**config.mk**
```make
export PLATFORM = sky130hd
export DESIGN_NAME = jump_controller_flat
export DESIGN_NICKNAME = d
export VERILOG_FILES = /design/src/rtl/jump_pkg.sv /design/src/rtl/jump_controller_if.sv /design/src/rtl/jump_ras.sv /design/src/rtl/jump_controller.sv /design/src/flat_wrapper.sv
export SDC_FILE = /design/constraint.sdc
export NUM_CORES = 1
export LEC_CHECK = 0
export ABC_AREA = 1
export BUFFER_PORTS_ARGS = -buffer_cell sky130_fd_sc_hd__buf_2
export CAP_MARGIN = 20
export CORE_MARGIN = 5
export CORE_UTILIZATION = 50
export DETAILED_ROUTE_END_ITERATION = 8
export MAX_ROUTING_LAYER = met4
export PLACE_DENSITY = 0.79
export SLEW_MARGIN = 10
export SYNTH_ARGS = -nofsm -noshare
export SYNTH_HDL_FRONTEND = slang
export SYNTH_SLANG_ARGS = --single-unit
```
**constraint.sdc**
```tcl
create_clock -name clock -period 3 [get_ports clock]
set_input_delay 0 -clock clock [delete_from_list [all_inputs] [get_ports clock]]
set_output_delay 0 -clock clock [all_outputs]
set_load 0.05 [all_outputs]
```
**src/rtl/jump_pkg.sv**
```systemverilog
// ============================================================================
// jump_pkg : shared encodings and defaults for the jump controller
// Rev 1.0
// ============================================================================
`default_nettype none

package jump_pkg;

   localparam int DEFAULT_PC_WIDTH  = 8;
   localparam int DEFAULT_RAS_DEPTH = 4;

   typedef enum logic [2:0] {
      JT_JMP  = 3'b000,
      JT_BEQ  = 3'b001,
      JT_BNE  = 3'b010,
      JT_CALL = 3'b011,
      JT_RET  = 3'b100
   } jmp_type_e;

   typedef enum logic [1:0] {
      ST_RUN   = 2'd0,
      ST_FLUSH = 2'd1,
      ST_ERROR = 2'd2
   } state_e;

   // Reserved encodings fall through to not-taken so they behave as no request.
   function automatic logic jump_taken(input logic [2:0] jtype, input logic zero);
      logic taken;
      taken = 1'b0;
      case (jtype)
         JT_JMP:  taken = 1'b1;
         JT_BEQ:  taken = zero;
         JT_BNE:  taken = ~zero;
         JT_CALL: taken = 1'b1;
         JT_RET:  taken = 1'b1;
         default: taken = 1'b0;
      endcase
      return taken;
   endfunction

endpackage

`default_nettype wire

```
**src/rtl/jump_controller_if.sv**
```systemverilog
// ============================================================================
// jump_controller_if : request/status bundle between sequencer and controller
// Rev 1.0
// ============================================================================
`default_nettype none

interface jump_controller_if
   import jump_pkg::*;
#(
   parameter int PC_WIDTH = DEFAULT_PC_WIDTH
) ();

   logic                stall;
   logic                jmp_valid;
   logic [2:0]          jmp_type;
   logic                zero_flag;
   logic [PC_WIDTH-1:0] label;
   logic                jmp_ready;
   logic [PC_WIDTH-1:0] pc;
   logic                flush;
   logic                ras_error;

   modport master (
      output stall, jmp_valid, jmp_type, zero_flag, label,
      input  jmp_ready, pc, flush, ras_error
   );

   modport slave (
      input  stall, jmp_valid, jmp_type, zero_flag, label,
      output jmp_ready, pc, flush, ras_error
   );

endinterface

`default_nettype wire

```
**src/rtl/jump_ras.sv**
```systemverilog
// ============================================================================
// jump_ras : LIFO return-address stack, push/pop guarded by full/empty
// Rev 1.0
// ============================================================================
`default_nettype none

module jump_ras
   import jump_pkg::*;
#(
   parameter int WIDTH = DEFAULT_PC_WIDTH,
   parameter int DEPTH = DEFAULT_RAS_DEPTH
) (
   input  wire logic             clock,
   input  wire logic             reset,
   input  wire logic             push,
   input  wire logic             pop,
   input  wire logic [WIDTH-1:0] din,
   output logic      [WIDTH-1:0] dout,
   output logic                  full,
   output logic                  empty
);

   localparam int AW = (DEPTH > 1) ? $clog2(DEPTH) : 1;
   localparam int CW = $clog2(DEPTH + 1);

   logic [WIDTH-1:0] mem_q [DEPTH];
   logic [CW-1:0]    count_q;
   logic [AW-1:0]    wr_idx;
   logic [AW-1:0]    rd_idx;
   logic             do_push;
   logic             do_pop;

   assign full    = (count_q == CW'(DEPTH));
   assign empty   = (count_q == '0);
   assign do_push = push & ~full;
   assign do_pop  = pop & ~empty & ~push;
   assign wr_idx  = AW'(count_q);
   assign rd_idx  = AW'(count_q - CW'(1));
   assign dout    = empty ? '0 : mem_q[rd_idx];

   always_ff @(posedge clock) begin
      if (reset) begin
         count_q <= '0;
      end else if (do_push) begin
         count_q <= count_q + CW'(1);
      end else if (do_pop) begin
         count_q <= count_q - CW'(1);
      end
   end

   // Storage needs no reset: entries are only read below the count.
   always_ff @(posedge clock) begin
      if (do_push) begin
         mem_q[wr_idx] <= din;
      end
   end

endmodule

`default_nettype wire

```
**src/rtl/jump_controller.sv**
```systemverilog
// ============================================================================
// jump_controller : PC sequencer with jumps, branches, call/return and flush
// Rev 1.0
// ============================================================================
`default_nettype none

module jump_controller
   import jump_pkg::*;
#(
   parameter int                  PC_WIDTH  = DEFAULT_PC_WIDTH,
   parameter int                  RAS_DEPTH = DEFAULT_RAS_DEPTH,
   parameter logic [PC_WIDTH-1:0] RESET_PC  = '0
) (
   input wire logic          clock,
   input wire logic          reset,
   jump_controller_if.slave  bus
);

   state_e              state_q;
   logic [PC_WIDTH-1:0] pc_q;
   logic                flush_q;
   logic                ras_error_q;

   logic [PC_WIDTH-1:0] pc_inc;
   logic [PC_WIDTH-1:0] target_d;
   logic [PC_WIDTH-1:0] ras_dout;
   logic                accept;
   logic                taken;
   logic                is_call;
   logic                is_ret;
   logic                ras_push;
   logic                ras_pop;
   logic                ras_full;
   logic                ras_empty;
   logic                fault;

   assign accept   = (state_q == ST_RUN) & ~bus.stall;
   assign taken    = accept & bus.jmp_valid & jump_taken(bus.jmp_type, bus.zero_flag);
   assign is_call  = taken & (bus.jmp_type == JT_CALL);
   assign is_ret   = taken & (bus.jmp_type == JT_RET);
   assign fault    = (is_call & ras_full) | (is_ret & ras_empty);
   assign ras_push = is_call & ~ras_full;
   assign ras_pop  = is_ret & ~ras_empty;
   assign pc_inc   = pc_q + PC_WIDTH'(1);
   assign target_d = is_ret ? ras_dout : bus.label;

   jump_ras #(
      .WIDTH (PC_WIDTH),
      .DEPTH (RAS_DEPTH)
   ) u_ras (
      .clock (clock),
      .reset (reset),
      .push  (ras_push),
      .pop   (ras_pop),
      .din   (pc_inc),
      .dout  (ras_dout),
      .full  (ras_full),
      .empty (ras_empty)
   );

   always_ff @(posedge clock) begin
      if (reset) begin
         state_q     <= ST_RUN;
         pc_q        <= RESET_PC;
         flush_q     <= 1'b0;
         ras_error_q <= 1'b0;
      end else begin
         unique case (state_q)
            ST_RUN: begin
               flush_q <= 1'b0;
               if (fault) begin
                  state_q     <= ST_ERROR;
                  ras_error_q <= 1'b1;
               end else if (taken) begin
                  pc_q    <= target_d;
                  flush_q <= 1'b1;
                  state_q <= ST_FLUSH;
               end else if (accept) begin
                  pc_q <= pc_inc;
               end
            end
            ST_FLUSH: begin
               flush_q <= 1'b0;
               state_q <= ST_RUN;
            end
            ST_ERROR: begin
               flush_q <= 1'b0;
            end
            default: begin
               flush_q <= 1'b0;
               state_q <= ST_RUN;
            end
         endcase
      end
   end

   assign bus.jmp_ready = accept;
   assign bus.pc        = pc_q;
   assign bus.flush     = flush_q;
   assign bus.ras_error = ras_error_q;

endmodule

`default_nettype wire

```
**src/flat_wrapper.sv**
```systemverilog
// flat-port wrapper written by rule: the top's interface ports become plain ports
module jump_controller_flat import jump_pkg::*;
#(
   parameter int                  PC_WIDTH  = DEFAULT_PC_WIDTH,
   parameter int                  RAS_DEPTH = DEFAULT_RAS_DEPTH,
   parameter logic [PC_WIDTH-1:0] RESET_PC  = '0
)
  (clock, reset, bus_stall, bus_jmp_valid, bus_jmp_type, bus_zero_flag, bus_label, bus_jmp_ready, bus_pc, bus_flush, bus_ras_error);
  jump_controller_if #(.PC_WIDTH(PC_WIDTH)) bus_i ();
  input wire logic clock;
  input wire logic reset;
  input wire logic [$bits(bus_i.stall)-1:0] bus_stall;
  input wire logic [$bits(bus_i.jmp_valid)-1:0] bus_jmp_valid;
  input wire logic [$bits(bus_i.jmp_type)-1:0] bus_jmp_type;
  input wire logic [$bits(bus_i.zero_flag)-1:0] bus_zero_flag;
  input wire logic [$bits(bus_i.label)-1:0] bus_label;
  output wire logic [$bits(bus_i.jmp_ready)-1:0] bus_jmp_ready;
  output wire logic [$bits(bus_i.pc)-1:0] bus_pc;
  output wire logic [$bits(bus_i.flush)-1:0] bus_flush;
  output wire logic [$bits(bus_i.ras_error)-1:0] bus_ras_error;
  assign bus_i.stall = bus_stall;
  assign bus_i.jmp_valid = bus_jmp_valid;
  assign bus_i.jmp_type = bus_jmp_type;
  assign bus_i.zero_flag = bus_zero_flag;
  assign bus_i.label = bus_label;
  assign bus_jmp_ready = bus_i.jmp_ready;
  assign bus_pc = bus_i.pc;
  assign bus_flush = bus_i.flush;
  assign bus_ras_error = bus_i.ras_error;
  jump_controller #(.PC_WIDTH(PC_WIDTH), .RAS_DEPTH(RAS_DEPTH), .RESET_PC(RESET_PC)) u_core (.clock(clock), .reset(reset), .bus(bus_i));
endmodule
```
=== Word level (Yosys, flattened, before mapping) ===
Memory sizes are Yosys's and may differ from the RTL's.
Index checks and enable logic that the tools add are counted.

* Input port bits: 16
* Logic and storage cells: 60
* Memories kept: 1
* Bits in registers: 15
* Output and inout port bits: 11
* RAM bits: 32

* Muxes and demuxes: 13
* Add/sub/neg operators: 3
* Bitwise logic cells: 21
* Reductions and logical operators: 10
* Eq/ne operators: 7

{| class="wikitable"
|+ Memories
! memory !! words !! width !! rd ports !! clocked after memory_dff !! write ports !! line !! source
|-
| u_core.u_ras.mem_q || 4 || 8 || 1 || 0 || 1 || jump_ras.sv:26 || <nowiki>logic [WIDTH-1:0] mem_q [DEPTH];</nowiki>
|}

{| class="wikitable"
|+ Operators by type and width
! kind !! count
|-
| 2-to-1 mux 8 bit || 4
|-
| AND 1 bit || 12
|-
| adder 8 x 1 -> 8 bit (second input constant) || 1
|-
| NOT 1 bit || 8
|-
| equality test 3 x 2 -> 1 bit (second input constant) || 2
|-
| equality test 3 bit (second input constant) || 2
|-
| zero test 3 bit || 2
|-
| 2-to-1 mux 3 bit || 2
|-
| OR reduction 3 bit || 2
|-
| 2-to-1 mux 2 bit || 2
|-
| one-hot mux 2 bit (2 select lines) || 1
|-
| AND reduction 2 bit || 2
|-
| nonzero test 2 bit || 2
|-
| adder 3 x 1 -> 3 bit (second input constant) || 1
|-
| equality test 3 x 1 -> 1 bit (second input constant) || 1
|-
| 2-to-1 mux 1 bit || 3
|-
| != test 3 x 1 -> 1 bit (second input constant) || 1
|-
| one-hot mux 1 bit (3 select lines) || 1
|-
| AND reduction 3 bit || 1
|-
| subtractor 3 x 1 -> 3 bit (second input constant) || 1
|-
| equality test 2 bit (second input constant) || 1
|-
| zero test 2 bit || 1
|-
| OR 1 bit || 1
|}

=== Longest topological paths before layout ===
* Depth after elaboration: 10
* Depth in mapped cells: 14
* Mapped depth without buffers: 12

=== Hierarchy ===
A second synthesis with hierarchy kept.

* Cell total of the unflattened synthesis: 308
* Area total of the unflattened synthesis: 2509.9 sq um

{| class="wikitable"
|+ Modules (own cells, without submodules)
! module !! times used !! area an instance (sq um) !! cells each !! seq. area each (sq um)
|-
| jump_ras || 1 || 1574.0 || 150 || 1021.0
|-
| jump_controller || 1 || 935.9 || 158 || 240.2
|}

=== Worst setup path before layout ===
OpenSTA, ideal clock, no wires.

* Path kind: register to register
* From: reg u_core.u_ras.count_q[0]
* To: mem u_core.u_ras.mem_q[1][0] (netlist name) (enable)
* Path slack: 0.845 ns
* Library setup time: 0.371 ns
* Data required time: 2.629 ns
* Arrival: 1.784 ns
* Buffers on the path: 1
* Period minus slack after synthesis: 2.155 ns
* Cell stages (with the launch flop): 8
* Path through: dfxtp_1 -> buf_4 -> clkinv_1 -> ha_1 -> ha_1 -> inv_1 -> nand4_4 -> nor2_1

* Longest elaborated chain between the ends: 6

{| class="wikitable"
|+ RTL lines
! item !! line !! source
|-
| start: declaration || jump_ras.sv:27 || <nowiki>logic [CW-1:0] count_q;</nowiki>
|-
| start signal: assignment || jump_ras.sv:45 || <nowiki>count_q <= count_q + CW'(1);</nowiki>
|-
| start signal: assignment || jump_ras.sv:47 || <nowiki>count_q <= count_q - CW'(1);</nowiki>
|-
| equality test 3 bit || jump_ras.sv:33 || <nowiki>assign full = (count_q == CW'(DEPTH));</nowiki>
|-
| NOT 1 bit || jump_ras.sv:35, jump_controller.sv:42 ||
|-
| AND 1 bit || jump_controller.sv:42 || <nowiki>assign ras_push = is_call & ~ras_full;</nowiki>
|-
| AND 1 bit || jump_ras.sv:35 || <nowiki>assign do_push = push & ~full;</nowiki>
|-
| 2-to-1 mux 1 bit || jump_ras.sv:53 || <nowiki>if (do_push) begin</nowiki>
|-
| 2-to-1 mux 1 bit (implied by the code) || jump_ras.sv:54 || <nowiki>mem_q[wr_idx] <= din;</nowiki>
|-
| end: declaration || jump_ras.sv:26 ||
|}

Several ways; a longest one is shown, not always the timed one.

=== Worst setup path in the final report ===
* From: reg u_core.u_ras.count_q[0]
* To: mem u_core.u_ras.mem_q[0][6] (netlist name) (enable)

The elaborated chain is that of the path after synthesis.

==> flow_metrics.env <==
export IMPL_swShare_pct=26.2
export IMPL_tritoncts="done"
export IMPL_busiest_layer="met2"
export IMPL_grt_usage_pct=16.0
export IMPL_multi_input_comb_area_um2=1000
export IMPL_switchingPower_mw=0.361
export IMPL_synth_seq_cells=47
export IMPL_grt_pass1_wl_um=7870
export IMPL_syn_instance_count=306
export IMPL_seq_area_um2=1260
export IMPL_drt_drc_violations_left=0
export IMPL_ys_async_sr_fraction_pct=0
export IMPL_cts_hold_buf=0
export IMPL_end_kind="flip-flop"
export IMPL_finalHoldViolCount=0
export IMPL_grt_overflow_total=0
export IMPL_grt_use_met1_pct=21.9
export IMPL_grt_pass1_vias=1743
export IMPL_crit_top_cell="ha_1"
export IMPL_rsz0062_at_grt="false"
export IMPL_die_h_um=81.0
export IMPL_fmax_mhz=434
export IMPL_rows=25
export IMPL_crit_required_ns=2.93
export IMPL_cp_max_fo=11
export IMPL_firstDrtPassIters=4
export IMPL_routabilityCongestion=0.854
export IMPL_use_met2_pct=24.9
export IMPL_startpoint_type="flip-flop"
export IMPL_p_leak_nw=1.33
export IMPL_clkTransAtPathRegs_ns=0.09
export IMPL_cp_slowest_stage_delay_ns=0.51
export IMPL_crit_path_cell_trace="clkinv_1 > ha_1 > ha_1 > inv_1 > nand4_4 > nor2_1"
export IMPL_postCtsSetupRepairBufs=0
export IMPL_cp_num_buf_inv=2
export IMPL_cts_max_path_buffers=2
export IMPL_cts_root_buffer="clkbuf_8"
export IMPL_mappedNetlistArea_um2=2520
export IMPL_synth_edf_count=32
export IMPL_synth_warning_count=0
export IMPL_ys_types=31
export IMPL_clock_skew_ns=0.0106
export IMPL_dr_total_vias=1855
export IMPL_routedWlPerCell_um=11.4
export IMPL_tightest_slew_ns=0.611
export IMPL_cap_violations=0
export IMPL_drtIter0Drc=67
export IMPL_slew_headroom_pct=59.1
export IMPL_status="finished, final reports clean"
export IMPL_slowest_stage="nor2_1"
export IMPL_portBuffers=26
export IMPL_n_antenna_cell=0
export IMPL_die_area_um2=6560
export IMPL_grt_util_met3_pct=2.99
export IMPL_vias_per_cell=4.63
export IMPL_dpl_hpwl_um=3440
export IMPL_drt_total_wl_um=4580
export IMPL_p_seq_share_pct=52.4
export IMPL_grt_start_max_net_pins=28
export IMPL_die_w_um=81.0
export IMPL_syn_nets=329
export IMPL_cp_arrival_ns=2.24
export IMPL_setup_violations=0
export IMPL_peakVddDrop_mv=0.363
export IMPL_drv_slew=0
export IMPL_nets=356
export IMPL_clock_latency_ns=0.30
export IMPL_synth_flop_cell="edfxtp_1"
export IMPL_area_growth_pct=11.3
export IMPL_ctsResizeCount=0
export IMPL_power_internal_mw=1.02
export IMPL_critical_path_top_delay_family="simple AND/OR/NAND/NOR gates"
export IMPL_avgSynthCellArea_um2=8.24
export IMPL_layout_drive_gt1_share_pct=15.9
export IMPL_seq_area_frac_synth_pct=50.0
export IMPL_cts_made_buffers=5
export IMPL_fillers=450
export IMPL_initial_core_util_pct=52.3
export IMPL_core_area_um2=4820
export IMPL_setup_tns_ns=0
export IMPL_period_share_pct=76.9
export IMPL_min_delay_path_class="input pin to flip-flop"
export IMPL_p_comb_share_pct=14.0
export IMPL_power_total_mw=1.38
export IMPL_boundaryPins=27
export IMPL_antenna_left=0
export IMPL_clkPwrFrac_pct=33.6
export IMPL_power_density_nw_per_um2=492
export IMPL_path_class="flip-flop to flip-flop"
export IMPL_cts_sinks=47
export IMPL_antenna_found_initial=0
export IMPL_htreeDepth=2
export IMPL_finalCriticalPeriod_ns=2.31
[cells in the final DEF, fill, tap and decap left out, drive strengths merged]
master     n
a21oi      3
nor2      63
nand2     84
clkinvlp   1
nand3      8
clkbuf     5
dfxtp     15
buf       27
o21ai     22
ha         7
edfxtp    32
xor2       4
nand3b     1
inv       49
clkinv     3
xnor2      1
bufinv     1
nor3       5
nand4      3
[Yosys cell counts, types with 3 or more instances]
library cell,number,share of area (%)
nor3_1,4,0.79
inv_1,45,6.7
buf_2,4,0.79
a21oi_1,3,0.60
inv_2,3,0.45
ha_1,7,3.5
nand3_1,5,0.99
o21ai_1,5,0.99
nand2_4,3,1.3
o21ai_0,17,3.4
nand2_1,80,12
nor2_1,60,8.9
xor2_1,4,1.4
edfxtp_1,32,38
dfxtp_1,15,12
[path summary, 6_finish.rpt]
| path | start | end | slack [ns] | cells after the start |
|---|---|---|---|---|
| worst max-delay path | u_core.u_ras.count_q[0]$_SDFFE_PP0P_ | u_core.u_ras.mem_q[0][6]$_DFFE_PP_ | 0.69 | 6 |
| worst min-delay path | reset | u_core.bus.pc[3]$_SDFFE_PP0P_ | 0.01 | 2 |
| worst max register to register | u_core.u_ras.count_q[0]$_SDFFE_PP0P_ | u_core.u_ras.mem_q[0][6]$_DFFE_PP_ | 0.69 | 6 |
| worst min register to register | u_core.bus.ras_error$_SDFFE_PP0P_ | u_core.bus.ras_error$_SDFFE_PP0P_ | 0.51 | 2 |
[cells by family after synthesis]
| group | count (synthesis) | share of synthesized area, % |
|---|---|---|
| buffers and inverters | 58 | 10.1 |
| xor gates and xnor gates | 5 | 1.74 |
| adders and majority gates | 7 | 3.48 |
| AOI/OAI and AO/OA | 25 | 4.96 |
| and+or+nand+nor | 164 | 29.7 |
| DFF | 47 | 50.0 |
[flip-flops by register name (all words and copies together), names as in the netlist]
register and count:
u_core.u_ras.mem_q 32, u_core.u_ras.count_q 3, u_core.bus.ras_error 1, u_core.bus.pc 8
u_core.bus.flush 1, u_core.state_q 2
[metal layers]
metal  routed length, µm  vias up  share of wire [%]
li1                    -     1001                  -
met1                2190      810                 48
met2                2180       39                 48
met3                 170        5                3.7
met4                  46        0                1.0
met5                   0        -                  0
[power groups by stage]
stage	Combinational [mW]	Sequential, mW	Clock, mW
after floorplan	0.109	0.773	0
after global placement	0.189	0.737	0
after detailed placement	0.192	0.737	0
after CTS	0.193	0.722	0.473
after global routing	0.215	0.724	0.507
final	0.193	0.722	0.463
[final cells by class]
type	instances	area share, %
sequential	47	45.0
inverter	51	7.18
tap	67	2.99
clock buffer	5	2.45
timing repair buffer	27	4.91
multi-input combinational	201	35.8
clock inverter	3	1.65
[metrics by stage]
stage                     std cells  cell area, µm²  utilization (%)  hold WS, ns  setup slack, ns
after global routing            401            2800             58.2       0.0180            0.522
after detailed placement        393            2690             55.8        0.323            0.734
after CTS                       401            2800             58.2      0.00794            0.686
final                           401            2800             58.2       0.0130            0.694
after floorplan                 306            2520                -        0.214            0.845
after global placement          393            2690             55.8        0.315            0.791
Note: power is estimated with default switching activity, not from simulation.
